--- config.mk ---
export PLATFORM = sky130hd
export DESIGN_NAME = prio_encoder_8x3_hs
export DESIGN_NICKNAME = d
export VERILOG_FILES = /design/src/rtl/prio_enc_pkg.sv /design/src/rtl/prio_encoder_8x3_hs_find.sv /design/src/rtl/prio_encoder_8x3_hs.sv
export SDC_FILE = /design/constraint.sdc
export NUM_CORES = 1
export LEC_CHECK = 0
export BUFFER_PORTS_ARGS = -buffer_cell sky130_fd_sc_hd__buf_2
export CAP_MARGIN = 20
export CORE_UTILIZATION = 36
export DETAILED_ROUTE_END_ITERATION = 10
export GPL_TIMING_DRIVEN = 1
export PLACE_DENSITY_LB_ADDON = 0.08
export SLEW_MARGIN = 20
export SYNTH_ARGS = -nofsm -noshare
export SYNTH_HDL_FRONTEND = slang
export SYNTH_SLANG_ARGS = --single-unit
--- constraint.sdc ---
create_clock -name clk -period 1.7 [get_ports clk]
set_clock_uncertainty 0.1 [all_clocks]
set_input_delay 0.34 -clock clk [delete_from_list [all_inputs] [get_ports clk]]
set_output_delay 0.34 -clock clk [all_outputs]
set_load 0.1 [all_outputs]
--- src/rtl/prio_enc_pkg.sv ---
// Shared types and helpers for the prio_encoder_8x3_hs slice.
// The index width is fixed here; the top-level W parameter defaults to it.
package prio_enc_pkg;

    localparam int W = 3;
    localparam int N = 1 << W;

    // Serving state: IDLE has nothing on the output port, HOLD presents an index.
    typedef enum logic {
        IDLE = 1'b0,
        HOLD = 1'b1
    } state_t;

    // Result of a bit search: whether any bit was set, and where.
    typedef struct packed {
        logic         found;
        logic [W-1:0] idx;
    } hit_t;

    // Highest-set-bit encode; idx is 0 when no bit is set.
    function automatic hit_t highest_set(input logic [N-1:0] vec);
        hit_t hit;
        hit = '0;
        for (int i = 0; i < N; i++) begin
            if (vec[i]) begin
                hit.found = 1'b1;
                hit.idx   = W'(i);
            end
        end
        return hit;
    endfunction

endpackage

--- src/rtl/prio_encoder_8x3_hs_find.sv ---
// prio_find: combinational find-first-set searching upward from a start
// offset and wrapping from bit N-1 to bit 0.
module prio_find #(
    parameter int W = prio_enc_pkg::W
) (
    input  logic [(1<<W)-1:0] vec,
    input  logic [W-1:0]      start,
    output logic [W-1:0]      idx,
    output logic              found
);
    localparam int N = 1 << W;

    logic [N-1:0]       rot;
    logic [N-1:0]       rev;
    prio_enc_pkg::hit_t hit;

    // Rotate so the start bit sits at position 0, then the lowest set bit of
    // the rotated vector is the first hit; reversing turns that into a
    // highest-set search.
    always_comb begin
        rot = '0;
        rev = '0;
        for (int i = 0; i < N; i++) begin
            rot[i] = vec[W'(i) + start];
        end
        for (int i = 0; i < N; i++) begin
            rev[i] = rot[N-1-i];
        end
        hit   = prio_enc_pkg::highest_set(rev);
        found = hit.found;
        // W-bit arithmetic wraps the index back into range.
        idx   = W'(N-1) - hit.idx + start;
    end

endmodule

--- src/rtl/prio_encoder_8x3_hs.sv ---
// prio_encoder_8x3_hs: latches request pulses into a pending register and
// serves one encoded index per valid/ready transfer.
// Build option: define PRIO_ENC_ROUND_ROBIN_EN for rotating priority
// (starvation-free); otherwise the highest pending index always wins.
module prio_encoder_8x3_hs #(
    parameter int W = prio_enc_pkg::W
) (
    input  logic              clk,
    input  logic              rst_n,
    input  logic              en,
    input  logic [(1<<W)-1:0] req,
    output logic              out_valid,
    input  logic              out_ready,
    output logic [W-1:0]      out_code,
    output logic [(1<<W)-1:0] pend,
    output logic              busy
);
    import prio_enc_pkg::state_t;
    import prio_enc_pkg::IDLE;
    import prio_enc_pkg::HOLD;

    localparam int N = 1 << W;

    state_t       state;
    state_t       state_next;
    logic [N-1:0] pend_next;
    logic [N-1:0] clear_mask;
    logic [N-1:0] find_vec;
    logic [W-1:0] find_start;
    logic [W-1:0] find_idx;
    logic         find_found;
    logic [W-1:0] winner;
    logic         handshake;
    logic         load;

    prio_find #(.W(W)) u_find (
        .vec   (find_vec),
        .start (find_start),
        .idx   (find_idx),
        .found (find_found)
    );

`ifdef PRIO_ENC_ROUND_ROBIN_EN
    logic [W-1:0] last_served;

    // Search upward from the slot after the last one served.
    always_comb begin
        find_vec   = pend;
        find_start = last_served + W'(1);
        winner     = find_idx;
    end

    // Remember the most recently loaded index for the next search.
    always_ff @(posedge clk or negedge rst_n) begin
        if (!rst_n) begin
            last_served <= '0;
        end else if (load) begin
            last_served <= winner;
        end
    end
`else
    // Fixed priority: search the bit-reversed vector from 0, so the first
    // hit is the highest pending index.
    always_comb begin
        find_start = '0;
        find_vec   = '0;
        for (int i = 0; i < N; i++) begin
            find_vec[i] = pend[N-1-i];
        end
        winner = W'(N-1) - find_idx;
    end
`endif

    assign handshake = out_valid & out_ready;
    assign load      = find_found & ((state == IDLE) | handshake);
    assign out_valid = (state == HOLD);
    assign busy      = out_valid | (|pend);

    // Next state and pending update; a new request overrides a clear on the
    // same bit so a re-request is never lost.
    always_comb begin
        // NOTE: every signal gets a default first so no path leaves it unassigned (no latch).
        state_next = state;
        clear_mask = '0;
        if (load) begin
            clear_mask = N'(1) << winner;
        end
        case (state)
            IDLE:    if (find_found) state_next = HOLD;
            HOLD:    if (handshake && !find_found) state_next = IDLE;
            default: state_next = IDLE;
        endcase
        pend_next = (pend & ~clear_mask) | (en ? req : '0);
    end

    // State, pending and output-index registers.
    always_ff @(posedge clk or negedge rst_n) begin
        // NOTE: non-blocking assignments so every register samples pre-edge values.
        if (!rst_n) begin
            state    <= IDLE;
            pend     <= '0;
            out_code <= '0;
        end else begin
            state <= state_next;
            pend  <= pend_next;
            if (load) begin
                out_code <= winner;
            end
        end
    end

endmodule

==> results of run 1 <==
==> power by group <==
part           switching, mW  internal, mW  leakage (nW)
Clock                 0.0990         0.130        0.0210
Sequential            0.0332         0.314         0.116
Combinational          0.226        0.0641         0.229
==> final timing paths <==
check                      slack (ns)  depth (start not counted)                      end
min                              0.15                          3        pend[6]$_DFF_PN0_
max in group asynchronous        0.90                          2        pend[2]$_DFF_PN0_
min in group asynchronous        0.36                          2  out_code[2]$_DFFE_PN0P_
max reg2reg                      0.04                          5        pend[1]$_DFF_PN0_
min reg2reg                      0.40                          1  out_code[1]$_DFFE_PN0P_
max                             -0.17                          3                     busy
==> through the flow <==
stage	cells	hold slack [ns]	utilization
floorplan	51	-0.0556	-
global placement	91	0.130	0.539
detailed placement	91	0.128	0.539
CTS	96	0.152	0.578
global route	99	0.164	0.603
finish	99	0.150	0.603
==> sequential cells by signal (all words and copies together) (netlist names) <==
name	flops
out_code	3
pend	8
out_valid	1
==> placed cells by master (no fill, tap or decap), types with 3 or more instances in the layout <==
| cell type | netlist | layout |
|---|---|---|
| dfrtp_1 | 12 | 3 |
| dfrtp_4 | 0 | 4 |
| o21ai_0 | 4 | 4 |
| nor2_1 | 3 | 3 |
| clkbuf_4 | 0 | 4 |
| nand2_1 | 7 | 7 |
| a21oi_1 | 3 | 3 |
| buf_4 | 0 | 5 |
| buf_2 | 0 | 22 |
| a22o_1 | 5 | 5 |
| dfrtp_2 | 0 | 5 |
==> timing repair <==
item	in CTS	in global routing
hold buffers	1	0
setup endpoints to repair	1	5
setup buffers	0	4
pin swaps	0	2
gates resized for setup	2	3
endpoints found under the hold margin	12	0
cloned	0	0
==> cell usage after synthesis <==
cell	n
nor4_4	1
nand3b_1	1
nand3_1	1
a22o_2	1
a211oi_1	1
o311ai_1	1
and2b_4	1
dfrtp_1	12
clkbuf_1	1
nor2_1	3
a21oi_1	3
a22o_1	5
o21a_1	1
nand2b_1	1
o21ai_0	4
a211o_1	1
nor2b_1	1
nor4_2	1
nor3b_1	1
nand3_2	1
inv_1	2
nand2_1	7
==> kinds of logic (layout without fill, tap and decap cells) <==
logic type / count (synthesis) / after routing / synth area share
DFF: 12 / 12 / 0.539
buffers and inverters: 3 / 36 / 0.0202
and+or+nand+nor: 19 / 19 / 0.222
AOI/OAI and AO/OA: 17 / 17 / 0.218
==> final cells by class <==
| type | instances | area (um^2) |
|---|---|---|
| fill | 131 | 543 |
| timing repair buffer | 30 | 180 |
| inverter | 2 | 7.51 |
| clock buffer | 4 | 36.3 |
| sequential | 12 | 322 |
| tap | 15 | 18.8 |
| multi-input combinational | 36 | 259 |
==> metal layers <==
layer	global-route usage	share of wire	vias up
met3	0.0319	0.065	2
met5	0	0	-
li1	-	-	250
met2	0.273	0.48	26
met1	0.233	0.45	251
met4	0.0968	0.0052	0
==> worst max-delay path, cell delays in order (launching register included) <==
cell and delay (ns):
dfrtp_4 0.52, nor4_4 0.29, nand3b_1 0.14, buf_8 0.20
==> run_results.csv, run 1 <==
group,metric,value,unit
grt,grt_pass1_wl,1.90,mm
timing,rsz0062_at_grt,"true",
die,die_h,41.3,um
cts,clkTransAtPathRegs,0.08,ns
timing,clock.fmax,0.534,GHz
finish,stdcell_area,823,um^2
die,core,1370,um^2
logic_synthesis,synth_area,557,um^2
timing,slew_viol_final,0,
power_and_ir_drop,p_leak,0.366,nW
detailed_routing,wl,1.35,mm
min_path,worstHoldStart,"req[6]",
timing,tns,-0.172,ns
timing,fin_ws,-0.172,ns
worst_setup_path,end_kind,"output pin",
worst_setup_path,crit_path_max_fanout,6,
logic_synthesis,syn_avg_cell_area,10.9,um^2
die,die-area,1710,um^2
finish,syn_to_final_growth,47.9,%
worst_setup_path,critical_path_class,"reg2out",
min_path,min_path_type,"in2reg",
grt,grt_pass1_vias,447,
timing,fin_crit,1.87,ns
run_status,violations,"negative setup slack",
detailed_routing,drcViolationCount,0,
cts,cts_sinks,12,
worst_setup_path,r2r_start,"pend[5]$_DFF_PN0_",
timing,worstMarginPinSlew,0.500,ns
worst_setup_path,worstPathRequired,1.26,ns
detailed_routing,drt_pass1_iterations,4,
logic_synthesis,ys_seq_area_frac,0.539,
worst_setup_path,critPathLaunchType,"register",
die,start_util,0.408,
cts,cts_tree,"built",
logic_synthesis,yosys-top-cells-area,"dfrtp_1 54%, a22o_1 7.9%, nand2_1 4.7%",
finish,drive_gt1_frac,0.571,
detailed_routing,viasPerCell,5.34,
placed_design,routabilityCongestion,0.809,
run_status,status,"finished, violations left",
die,ios,25,
logic_synthesis,ys.warnings.count,0,
detailed_routing,drtIter0Drc,14,
cts,cts_made_buffers,3,
die,num_rows,13,
cts,cts_root_buf,"clkbuf_4",
power_and_ir_drop,power,0.867,mW
flow_run,cap_violations,0,
logic_synthesis,ys_types,22,
grt,antenna_found_initial,0,
detailed_routing,postRouteAntennaNets,0,
finish,final_nets,97,
detailed_routing,routedWlPerCell,13.7,um
worst_setup_path,worstPathArrival,1.43,ns
timing,slew_headroom,0.669,
placed_design,io_buffer_count,24,
logic_synthesis,synthCells,51,
grt,grt_start_max_net_pins,13,
cts,clock_latency,0.28,ns
placed_design,post-dp-hpwl,951,um
power_and_ir_drop,power.density,1050,nW/um^2
finish,n_antenna_cell,0,
logic_synthesis,synth_top_cell_by_area,"dfrtp_1",
logic_synthesis,syn_nets,63,
timing,min_period_over_period,1.10,
power_and_ir_drop,max-vdd-ir-drop,0.000637,V
timing,setup_viol,1,
die,die_w,41.3,um
cts,htree_levels,1,
logic_synthesis,synth_top_cell_area_share,0.539,
timing,hold_viol_final,0,
cts,cts_max_path_buffers,2,
worst_setup_path,startpoint,"pend[5]$_DFF_PN0_",
grt,track_usage,0.177,
detailed_routing,num_vias,529,
grt,overflow,0,
placed_design,dpl-instance-area,737,um^2
logic_synthesis,ys_seq_elements,12,
placed_design,place_ws,0.0699,ns
Note: power is estimated with default switching activity, not from simulation.
==> run 2, diff against run 1 <==
--- a/config.mk
+++ b/config.mk
@@ -11,6 +11,7 @@
 export DETAILED_ROUTE_END_ITERATION = 10
 export GPL_TIMING_DRIVEN = 1
 export PLACE_DENSITY_LB_ADDON = 0.08
+export SKIP_LAST_GASP = 1
 export SLEW_MARGIN = 20
 export SYNTH_ARGS = -nofsm -noshare
 export SYNTH_HDL_FRONTEND = slang
==> run_results.csv, run 2 (synthesis results as in run 1) <==
group,metric,value,unit
finish,mostFrequentLayoutCell,"buf_2",
finish,largest_register_ffs,8,
run_status,violations,"negative setup slack",
worst_setup_path,rrSetupSlack,0.04,ns
cts,cts_root_buf,"clkbuf_4",
timing,fin_crit,1.87,ns
die,die_w,41.3,um
timing,slew_headroom,0.669,
finish,instances_no_fill,99,
worst_setup_path,r2r_start,"pend[5]$_DFF_PN0_",
timing,tns,-0.197,ns
detailed_routing,num_vias,529,
worst_setup_path,rr_worst_depth,5,
finish,syn_to_final_growth,47.4,%
power_and_ir_drop,switching_share,0.414,
cts,clock_latency,0.28,ns
min_path,worstHoldStart,"req[6]",
cts,htree_levels,1,
timing,rsz0062_at_grt,"true",
cts,cts_max_path_buffers,2,
min_path,min_path_type,"in2reg",
timing,setup_viol,2,
cts,clkTransAtPathRegs,0.08,ns
timing,clock.fmax,0.534,GHz
power_and_ir_drop,power.density,1050,nW/um^2
cts,cts_made_buffers,3,
timing,min_period_over_period,1.10,
timing,hold_viol_final,0,
detailed_routing,wl,1.36,mm
grt,grt_pass1_wl,1.90,mm
cts,cts_tree,"built",
detailed_routing,drtIter0Drc,14,
die,start_util,0.408,
power_and_ir_drop,intPower,0.507,mW
worst_setup_path,max_stage_delay,0.52,ns
worst_setup_path,end_kind,"output pin",
power_and_ir_drop,p_comb_frac,0.333,
finish,drive_gt1_frac,0.571,
power_and_ir_drop,p_leak,0.365,nW
power_and_ir_drop,max-vdd-ir-drop,0.000637,V
detailed_routing,viasPerCell,5.34,
run_status,status,"finished, violations left",
finish,filler_cell_count,132,
min_path,holdPathStages,3,
worst_setup_path,crit_path_max_fanout,6,
worst_setup_path,worstPathArrival,1.43,ns
grt,grt_pass1_vias,447,
timing,fin_ws,-0.172,ns
die,die-area,1710,um^2
die,core,1370,um^2
power_and_ir_drop,p_switching,0.358,mW
finish,largest-register,"pend",
min_path,min_to,"pend[6]$_DFF_PN0_",
detailed_routing,drcViolationCount,0,
detailed_routing,drt_pass1_iterations,4,
cts,cts_sinks,12,
die,num_rows,13,
grt,antenna_found_initial,0,
finish,final_util,0.601,
worst_setup_path,crit_chain,"nor4_4, nand3b_1, buf_8",
timing,worstMarginPinSlew,0.500,ns
worst_setup_path,worstPathRequired,1.26,ns
timing,hold_ws,0.150,ns
power_and_ir_drop,power.share.clock,0.265,
detailed_routing,postRouteAntennaNets,0,
worst_setup_path,critPathLaunchType,"register",
grt,grt_start_max_net_pins,13,
finish,n_antenna_cell,0,
power_and_ir_drop,seqPwrFrac,0.402,
die,die_h,41.3,um
placed_design,dp_cells,91,
detailed_routing,routedWlPerCell,13.7,um
finish,final_nets,97,
flow_run,cap_violations,0,
placed_design,routabilityCongestion,0.809,
worst_setup_path,crit_slowest_cell,"dfrtp_4",
placed_design,io_buffer_count,24,
grt,track_usage,0.177,
worst_setup_path,critical_path_class,"reg2out",
placed_design,post-dp-hpwl,951,um
grt,overflow,0,
worst_setup_path,r2r-end,"pend[1]$_DFF_PN0_",
finish,mostFrequentLayoutCells,"23 x buf_2, 7 x nand2_1, 5 x a22o_1, 5 x dfrtp_2, 5 x buf_4",
die,ios,25,
timing,slew_viol_final,0,
==> run 2: metrics by stage <==
step | cell area, um^2 | setup WS (ns) | total power [mW]
final | 821 | -0.172 | 0.865
after floorplan | 587 | -0.500 | 0.568
after detailed placement | 737 | 0.0699 | 0.626
after global placement | 737 | 0.0864 | 0.624
after global routing | 821 | -0.214 | 0.897
after CTS | 790 | -0.158 | 0.855
==> run 2: routing by layer <==
layer  vias up  track usage  share of wire
met4         0       0.0968         0.0052
met5         -            0              0
li1        250            -              -
met3         2       0.0319          0.065
met1       251        0.233           0.45
met2        26        0.273           0.48
==> run 2: how the worst max path moves through the flow <==
| stage | to | start | depth (start not counted) |
|---|---|---|---|
| after CTS | busy | pend[4]$_DFF_PN0_ | 3 |
| after detailed placement | busy | pend[4]$_DFF_PN0_ | 3 |
| final | busy | pend[5]$_DFF_PN0_ | 3 |
| after global placement | busy | pend[4]$_DFF_PN0_ | 3 |
| after global routing | busy | pend[5]$_DFF_PN0_ | 3 |
| after floorplan | busy | pend[4]$_DFF_PN0_ | 2 |
==> run 2: layout make-up <==
class                           instances  area (um^2)  area share
Clock buffer                            4         36.3      0.0442
Timing Repair Buffer                   30          178       0.216
Sequential cell                        12          322       0.392
Multi-Input combinational cell         36          259       0.316
Inverter                                2         7.51     0.00915
Tap cell                               15         18.8      0.0229
==> run 2: worst max-delay path, delay by kind of cell (launching register included) <==
family                 cells  cell delay (ns)
buffers and inverters      1             0.20
DFF                        1             0.52
and+or+nand+nor            2             0.43
==> run 2: power by group through the flow <==
stage / combinational [mW] / sequential, mW / clock [mW]
floorplan: 0.0476 / 0.520 / 0
CTS: 0.274 / 0.349 / 0.232
global placement: 0.271 / 0.352 / 0
finish: 0.288 / 0.348 / 0.229
global route: 0.301 / 0.351 / 0.245
detailed placement: 0.271 / 0.355 / 0
==> run 2: what timing repair did <==
item	CTS	global route
setup endpoints to repair	1	5
pin swaps	0	2
endpoints found under the hold margin	12	0
buffers inserted	0	4
hold buffers	1	0
resized for setup	2	2
